`src/rtl/arm_fetch_pkg.sv`:
```
// rtl/arm_fetch_pkg.sv - shared constants for the ARM fetch front end
package arm_fetch_pkg;

  // Instruction word width; every queue entry is {pc, instr} packed as N + INSTR_W bits
  localparam int INSTR_W = 32;

  // Byte distance between sequential fetches
  localparam int PC_INCR = 4;

endpackage

```
`src/rtl/fetch_fifo.sv`:
```
// rtl/fetch_fifo.sv - generic synchronous FIFO with single-cycle flush
module fetch_fifo #(
  parameter int WIDTH = 8,
  parameter int DEPTH = 4
) (
  input  logic                       clk,
  input  logic                       reset,
  input  logic                       push,
  input  logic                       pop,
  input  logic                       flush,
  input  logic [WIDTH-1:0]           wr_data,
  output logic                       full,
  output logic                       empty,
  output logic [$clog2(DEPTH+1)-1:0] count,
  output logic [WIDTH-1:0]           head
);

  localparam int PTR_W = $clog2(DEPTH);
  localparam int CNT_W = $clog2(DEPTH+1);

  logic [WIDTH-1:0] mem_q [DEPTH];
  logic [WIDTH-1:0] mem_d [DEPTH];
  logic [PTR_W-1:0] wr_ptr_q, wr_ptr_d;
  logic [PTR_W-1:0] rd_ptr_q, rd_ptr_d;
  logic [CNT_W-1:0] count_q, count_d;

  // Next-state: flush clears occupancy and pointers; otherwise push/pop update independently
  always_comb begin
    mem_d    = mem_q;
    wr_ptr_d = wr_ptr_q;
    rd_ptr_d = rd_ptr_q;
    count_d  = count_q;
    if (flush) begin
      wr_ptr_d = '0;
      rd_ptr_d = '0;
      count_d  = '0;
    end else begin
      if (push) begin
        mem_d[wr_ptr_q] = wr_data;
        wr_ptr_d        = wr_ptr_q + PTR_W'(1);
      end
      if (pop) begin
        rd_ptr_d = rd_ptr_q + PTR_W'(1);
      end
      case ({push, pop})
        2'b10:   count_d = count_q + CNT_W'(1);
        2'b01:   count_d = count_q - CNT_W'(1);
        default: count_d = count_q;
      endcase
    end
  end

  // Control state register; reset dominates flush, push and pop
  always_ff @(posedge clk) begin
    if (reset) begin
      wr_ptr_q <= '0;
      rd_ptr_q <= '0;
      count_q  <= '0;
    end else begin
      wr_ptr_q <= wr_ptr_d;
      rd_ptr_q <= rd_ptr_d;
      count_q  <= count_d;
    end
  end

  // Storage array; contents after reset are don't-care so it carries no reset
  always_ff @(posedge clk) begin
    mem_q <= mem_d;
  end

  // Status and head-of-queue view, all from registered state
  always_comb begin
    full  = (count_q == CNT_W'(DEPTH));
    empty = (count_q == '0);
    count = count_q;
    head  = mem_q[rd_ptr_q];
  end

endmodule

```
`src/rtl/fetch_queue_arm.sv`:
```
// rtl/fetch_queue_arm.sv - fetch stage: PC register, instruction memory drive and decode queue
module fetch_queue_arm
  import arm_fetch_pkg::*;
#(
  parameter int           N        = 64,
  parameter int           DEPTH    = 4,
  parameter logic [N-1:0] RESET_PC = '0
) (
  input  logic                       clk,
  input  logic                       reset,
  input  logic                       fetch_en,
  output logic [N-1:0]               IM_addr,
  input  logic [INSTR_W-1:0]         IM_readData,
  input  logic                       redirect,
  input  logic [N-1:0]               redirect_target,
  output logic                       id_valid,
  input  logic                       id_ready,
  output logic [INSTR_W-1:0]         id_instr,
  output logic [N-1:0]               id_pc,
  output logic [$clog2(DEPTH+1)-1:0] count
);

  localparam int           ENTRY_W    = N + INSTR_W;
  localparam logic [N-1:0] ALIGN_MASK = ~N'(3);

  logic [N-1:0]       pc_q, pc_d;
  logic               push, pop;
  logic               full, empty;
  logic [ENTRY_W-1:0] head;

  // Handshake gating and next PC; redirect wins and suppresses both push and pop
  always_comb begin
    push = fetch_en && !full && !redirect;
    pop  = !empty && id_ready && !redirect;
    pc_d = pc_q;
    if (redirect) begin
      pc_d = redirect_target & ALIGN_MASK;
    end else if (push) begin
      pc_d = pc_q + N'(PC_INCR);
    end
  end

  // PC register; the fetch address is this flop directly, so id_ready never reaches IM_addr
  always_ff @(posedge clk) begin
    if (reset) begin
      pc_q <= RESET_PC;
    end else begin
      pc_q <= pc_d;
    end
  end

  fetch_fifo #(
    .WIDTH (ENTRY_W),
    .DEPTH (DEPTH)
  ) u_fifo (
    .clk     (clk),
    .reset   (reset),
    .push    (push),
    .pop     (pop),
    .flush   (redirect),
    .wr_data ({pc_q, IM_readData}),
    .full    (full),
    .empty   (empty),
    .count   (count),
    .head    (head)
  );

  // Decode-side outputs; head fields are forced to zero while the queue is empty
  always_comb begin
    IM_addr  = pc_q;
    id_valid = !empty;
    id_pc    = empty ? '0 : head[ENTRY_W-1:INSTR_W];
    id_instr = empty ? '0 : head[INSTR_W-1:0];
  end

endmodule

```
`config.mk`:
```
export PLATFORM = sky130hd
export DESIGN_NAME = fetch_queue_arm
export DESIGN_NICKNAME = d
export VERILOG_FILES = /design/src/rtl/arm_fetch_pkg.sv /design/src/rtl/fetch_fifo.sv /design/src/rtl/fetch_queue_arm.sv
export SDC_FILE = /design/constraint.sdc
export NUM_CORES = 1
export LEC_CHECK = 0
export BUFFER_PORTS_ARGS = -buffer_cell sky130_fd_sc_hd__buf_4
export CORE_ASPECT_RATIO = 1.4
export CORE_MARGIN = 1
export CORE_UTILIZATION = 57
export DETAILED_ROUTE_END_ITERATION = 16
export PLACE_DENSITY_LB_ADDON = 0.3
export SYNTH_ARGS = -nofsm -noshare
export SYNTH_HDL_FRONTEND = slang
export SYNTH_SLANG_ARGS = --single-unit
```
`constraint.sdc`:
```
create_clock -name clk -period 5.2 [get_ports clk]
set_input_delay 0.52 -clock clk [delete_from_list [all_inputs] [get_ports clk]]
set_output_delay 0.52 -clock clk [all_outputs]
set_load 0.03 [all_outputs]
```
### Yosys cells after proc, flatten, opt, wreduce, memory -nomap -nowiden

Index checks and enable logic that the tools add are counted.

| word-level totals | value |
|---|---|
| logic and storage cells | 47 |
| output and inout port bits | 164 |
| register bits | 455 |

| operators by class | value |
|---|---|
| equality and inequality tests | 3 |
| magnitude comparators | 3 |
| $add $sub $neg | 5 |
| bitwise gates (word level) | 3 |
| reduce and logical (&&, ||, !) cells | 13 |
| mux-type cells | 11 |

Operator list:

| cell | count |
|---|---|
| 384-bit bitwise mux | 1 |
| 96-bit two-way mux | 3 |
| 96-bit binary-select mux with 2-bit select | 1 |
| 96-bit demux with 2-bit select | 1 |
| 64-bit two-way mux | 3 |
| 64-bit by 3-bit adder with 64-bit output (second input constant) | 1 |
| 32-bit two-way mux | 1 |
| 3-bit >= comparator (second input constant) | 2 |
| 2-bit NOT with 3-bit output | 2 |
| 3-bit one-hot mux with 2 select lines | 1 |
| 1-bit logical AND | 5 |
| 2-bit by 1-bit adder with 2-bit output (second input constant) | 2 |
| 2-bit nonzero test | 2 |
| 3-bit by 1-bit adder with 3-bit output (second input constant) | 1 |
| 3-bit == test (second input constant) | 1 |
| 1-bit logical NOT | 3 |
| 3-bit logical NOT | 1 |
| 3-bit by 1-bit < comparator with 1-bit output (second input constant) | 1 |
| 3-bit by 1-bit subtractor with 3-bit output (second input constant) | 1 |
| 2-bit by 1-bit == test with 1-bit output (second input constant) | 1 |
| 2-bit == test (second input constant) | 1 |
| 2-bit AND reduction | 1 |
| 2-bit OR reduction | 1 |
| 1-bit NOT | 1 |

### Logic depth before layout (Yosys ltp)

| logic depth | value |
|---|---|
| depth after elaboration | 6 |
| gate-level depth with buffers | 11 |

### By module

From an unflattened synthesis, not the netlist that was laid out.

| second synthesis, totals | value |
|---|---|
| cells, all modules | 1166 |
| area total of the unflattened synthesis | 18754.2 um2 |

By module, submodules not included:

| module | cells each | area each (um2) | instances | seq. area each (um2) |
|---|---|---|---|---|
| fetch_fifo | 548 | 14238.7 | 1 | 11671.2 |
| fetch_queue_arm | 618 | 4515.6 | 1 | 1241.2 |

### Least setup slack after synthesis

OpenSTA, ideal clock, no wires.

| timing | value |
|---|---|
| path type | register to register |
| start point | register u_fifo.count_q[0], in the netlist u_fifo.count[0] |
| end point | register u_fifo.mem_q[0] (netlist bit) (enable) |
| path buffers | 2 |
| library setup time | 0.464 ns |
| data required time | 4.736 ns |
| cell stages (with the launch flop) | 6 |
| path slack | 1.281 ns |
| data arrival time | 3.455 ns |
| path through | dfxtp_1 or3b_1 buf_4 and2_1 clkbuf_1 and3_1 |

| between the ends | value |
|---|---|
| cells in the longest elaborated chain, start to end | 5 |

Ends and longest elaborated chain:

| element | line | RTL |
|---|---|---|
| start: declaration | fetch_fifo.sv:25 | `logic [CNT_W-1:0] count_q, count_d;` |
| start signal: assignment | fetch_fifo.sv:62 | `count_q <= count_d;` |
| 3-bit == test | fetch_fifo.sv:73 | `full = (count_q == CNT_W'(DEPTH));` |
| 1-bit logical NOT | fetch_queue_arm.sv:33 | `push = fetch_en && !full && !redirect;` |
| 1-bit logical AND (2 in series) | fetch_queue_arm.sv:33 |  |
| 2-bit AND reduction (no line) | n/a |  |
| end signal: assignment | fetch_fifo.sv:68 | `mem_q <= mem_d;` |
| end: declaration | fetch_fifo.sv:21 | `logic [WIDTH-1:0] mem_q [DEPTH];` |

No other way between the ends.
A chain may end at the register's enable or synchronous reset.

### Final worst setup path

| timing | value |
|---|---|
| start point | register u_fifo.rd_ptr_q[0] |
| end point | output id_pc[35] |

| between the ends | value |
|---|---|
| cells in the longest elaborated chain, start to end | 5 |

Ends and longest elaborated chain:

| element | line | RTL |
|---|---|---|
| start: declaration | fetch_fifo.sv:24 | `logic [PTR_W-1:0] rd_ptr_q, rd_ptr_d;` |
| start signal: assignment | fetch_fifo.sv:61 | `rd_ptr_q <= rd_ptr_d;` |
| 2-bit NOT with 3-bit output (implied by the code) | fetch_fifo.sv:76 | `head = mem_q[rd_ptr_q];` |
| 96-bit binary-select mux with 2-bit select | fetch_fifo.sv:76 |  |
| 96-bit two-way mux (implied by the code) (2 in series) | fetch_fifo.sv:76 |  |
| 64-bit two-way mux | fetch_queue_arm.sv:72 | `id_pc = empty ? '0 : head[ENTRY_W-1:INSTR_W];` |
| end: declaration | fetch_queue_arm.sv:19 | `output logic [N-1:0] id_pc,` |

No other way between the ends. The select of a mux whose other input is x is not followed.

==> reports/qor.txt <==
Status: complete, no violations
Combinational fraction of design power: 6.8%
CTS resizes: 0
CTS tree: built
Clock sinks: 445
CTS Hold Bufs: 0
Grt ovf: 0
Wirelength, routed: 43500 microns
IO Count: 265
Syn Inst Count: 1173
Final Power: 7.67 mW
Final setup fails: 0
Crit start category: flop
Pwr Density: 343 nW/um^2
Register share of total power: 53.1%
Area growth from synthesis to layout: 19.5%
Post-Syn Area: 18700 sq um
Fmax: 293 MHz
Crit Path Max Fanout: 66
Post-synth cell types: 67
CTS Root Cell: clkbuf_16
Largest family of logic cells by synthesized area: simple AND/OR/NAND/NOR gates
Worst setup margin: 1.79 ns
DP Cell Count: 1811
Via density: 6.07
Post-Synth Adder-Cell Area: 0.509%
Critical path arrival: 2.89 ns
Largest net degree at the start of global routing: 79
Max transition margin: 21.3%
Initial antenna violation count: 2
Unrepaired setup endpoints after global routing: false
Minimum clock period: 3.41 ns
Post-synth EDFFs: 376
Setup CP Type: flop to output port
Synthesized area per cell: 15.9 sq um
Post-DRT Antenna Nets: 0
Core Region: 32300 sq um
Syn. warnings: 0
Setup WS pre-CTS: 2.28 ns
Worst-margin pin slew: 1.17 ns
Fin. max-slew vios: 0
Row cnt: 78
Share of flip-flops with an asynchronous set or reset: 0%
CTS Buffer Depth: 3
Cell area after layout: 22300 sq um
Clock share of power: 40.1%
CP cell instances: buf_12 -> mux4_2 -> and2_1 -> buf_4
WHS: 0.176 ns
Die width: 155 microns
Gpl congestion: 0.813
Vias: 11500
Register area share after synthesis: 67.8%
Max cap viols: 0
Simple-gate share of the synthesized area: 12.4%
Routed len/inst: 23.0 microns
Iter 0 DRT Violations: 879
CP endpoint kind: output port
Clock Pin Slew Worst Setup and Hold Paths: 0.06 ns
Die area: 33500 sq um
Lkg Pwr: 7.68 nW
Post-synthesis xor/xnor area fraction: 1.45%
Clock buffer count from CTS: 42
Sw Pwr: 1.69 mW
Initial core utilization: 57.9%
Clock H-tree levels: 2
Switching Share: 22.0%
Router iterations before antenna repair: 5
Peak supply drop: 0.000320 V
Worst path max stage delay: 0.79 ns
Req. time, crit path: 4.68 ns
Post-CTS setup buffer count: 0
Tcrit/Tclk final: 65.6%
Synth Flop Type: edfxtp_1
PortBufs: 258
Height of the chip: 216 microns
Final Net Count: 1523
Clock latency on the worst-skew pair: 0.55 ns
Hold Crit Class: primary input to flop
Final Non-Filler Cells: 1889
Synth Area in Compound Gates: 3.75%
Hold Fails Final Rpt: 0
Worst clock skew: 0.0119 ns
CP max-delay cell: dfxtp_4
Gr usage total: 26.3%
Setup tns final: 0 ns
DR DRC count: 0
First-pass GRT wire length: 66200 microns
Final HPWL DP: 27700 microns
Post-synthesis mux area share: 11.8%
Vias in the first global route: 11400
Flops & latches, synth: 445
Placed inst area: 21000 sq um
Pint: 5.99 mW
Util after Layout: 69.2%
Layout cells sized above 1: 31.4%
## worst max-delay path, delay by kind of cell, from the launching register on
| kind | cells | cell delay [ns] |
|---|---|---|
| simple gates | 1 | 0.19 |
| mux | 1 | 0.57 |
| buf+inv | 2 | 0.68 |
| flops | 1 | 0.79 |
## final cells by class
| type | instances | area, sq um |
|---|---|---|
| Sequential cell | 445 | 12700 |
| Clock inverter | 27 | 253 |
| Clock buffer | 50 | 1130 |
| Inverter | 13 | 48.8 |
| Multi-Input combinational cell | 641 | 5620 |
| Fill cell | 2148 | 9960 |
| Timing Repair Buffer | 272 | 2050 |
| Tap cell | 440 | 551 |
| Antenna cell | 1 | 2.50 |
## worst paths after layout
| path | slack [ns] | from | to | depth (start not counted) |
|---|---|---|---|---|
| worst max-delay path | 1.79 | u_fifo.rd_ptr_q[0] | id_pc[35] | 4 |
| worst min-delay path | 0.18 | IM_readData[12] | u_fifo.mem_q[204] | 1 |
| worst max register to register | 2.23 | IM_addr[3] | IM_addr[48] | 6 |
| worst min register to register | 0.50 | u_fifo.wr_ptr_q[1] | u_fifo.wr_ptr_q[1] | 2 |
## power by group through the flow
stage | Sequential [mW] | Clock, mW | Combinational, mW
6_report | 4.08 | 3.07 | 0.520
3_5_place_dp | 4.15 | 0 | 0.522
5_1_grt | 4.09 | 3.25 | 0.552
2_1_floorplan | 4.18 | 0 | 0.242
4_1_cts | 4.08 | 3.12 | 0.524
3_3_place_gp | 4.14 | 0 | 0.514
## synth_stat cells (13+ instances only)
| library cell | n | area, sq um |
|---|---|---|
| nand2_1 | 45 | 169 |
| and2_1 | 102 | 638 |
| nand4_1 | 29 | 181 |
| o21ai_0 | 14 | 70.1 |
| nor2_1 | 60 | 225 |
| nand3_1 | 33 | 165 |
| nor4_1 | 28 | 175 |
| and3_1 | 19 | 119 |
| edfxtp_1 | 376 | 11300 |
| mux4_2 | 94 | 2120 |
| xnor2_1 | 18 | 158 |
| inv_1 | 13 | 48.8 |
| dfxtp_1 | 69 | 1380 |
| a211oi_1 | 28 | 210 |
| nor3_1 | 20 | 100 |
| clkbuf_1 | 45 | 169 |
| xor2_1 | 13 | 114 |
## cell families after synthesis
logic type | Yosys count
DFF | 445
and+or+nand+nor | 403
muxes | 102
AOI/OAI and AO/OA | 94
buffers and inverters | 90
xor gates and xnor gates | 31
adders and majority gates | 7
other | 1
## state kept, by name, indices dropped and copies added, names as in the netlist
signal and cells:
IM_addr 62, u_fifo.count 3, u_fifo.mem_q 376, u_fifo.rd_ptr_q 2
u_fifo.wr_ptr_q 2
## layer usage
metal / vias up / share of wire [%] / GRT usage [%] / wire length, microns
met3: 88 / 7.2 / 5.04 / 3150
met1: 5786 / 38 / 33.3 / 16600
li1: 5121 / - / - / -
met4: 2 / 3.3 / 10.7 / 1430
met2: 468 / 51 / 44.8 / 22300
met5: - / 0.028 / 0 / 12
## cells in the final DEF (no fill, tap or decap), types with 5 or more instances in the layout
cell,Yosys,final
or3_1,10,9
xnor2_1,18,18
clkinv_1,0,11
xor2_1,13,13
nor3_1,20,20
ha_1,6,6
bufinv_16,0,5
nand4_1,29,29
clkinv_2,0,9
and4_1,10,10
mux2i_1,8,8
nor2b_1,8,8
and3_1,19,15
edfxtp_1,376,376
and2_1,102,102
and3_4,1,5
nand3_1,33,33
a2111oi_0,8,8
inv_1,13,12
o21ai_0,14,14
nor4_1,28,28
buf_4,9,271
or4_1,10,10
or2_2,5,5
dfxtp_1,69,67
nand2_1,45,45
clkbuf_16,0,43
nor2_1,60,60
a21oi_1,8,8
a211oi_1,28,28
mux4_2,94,94
Note: power is estimated with default switching activity, not from simulation.
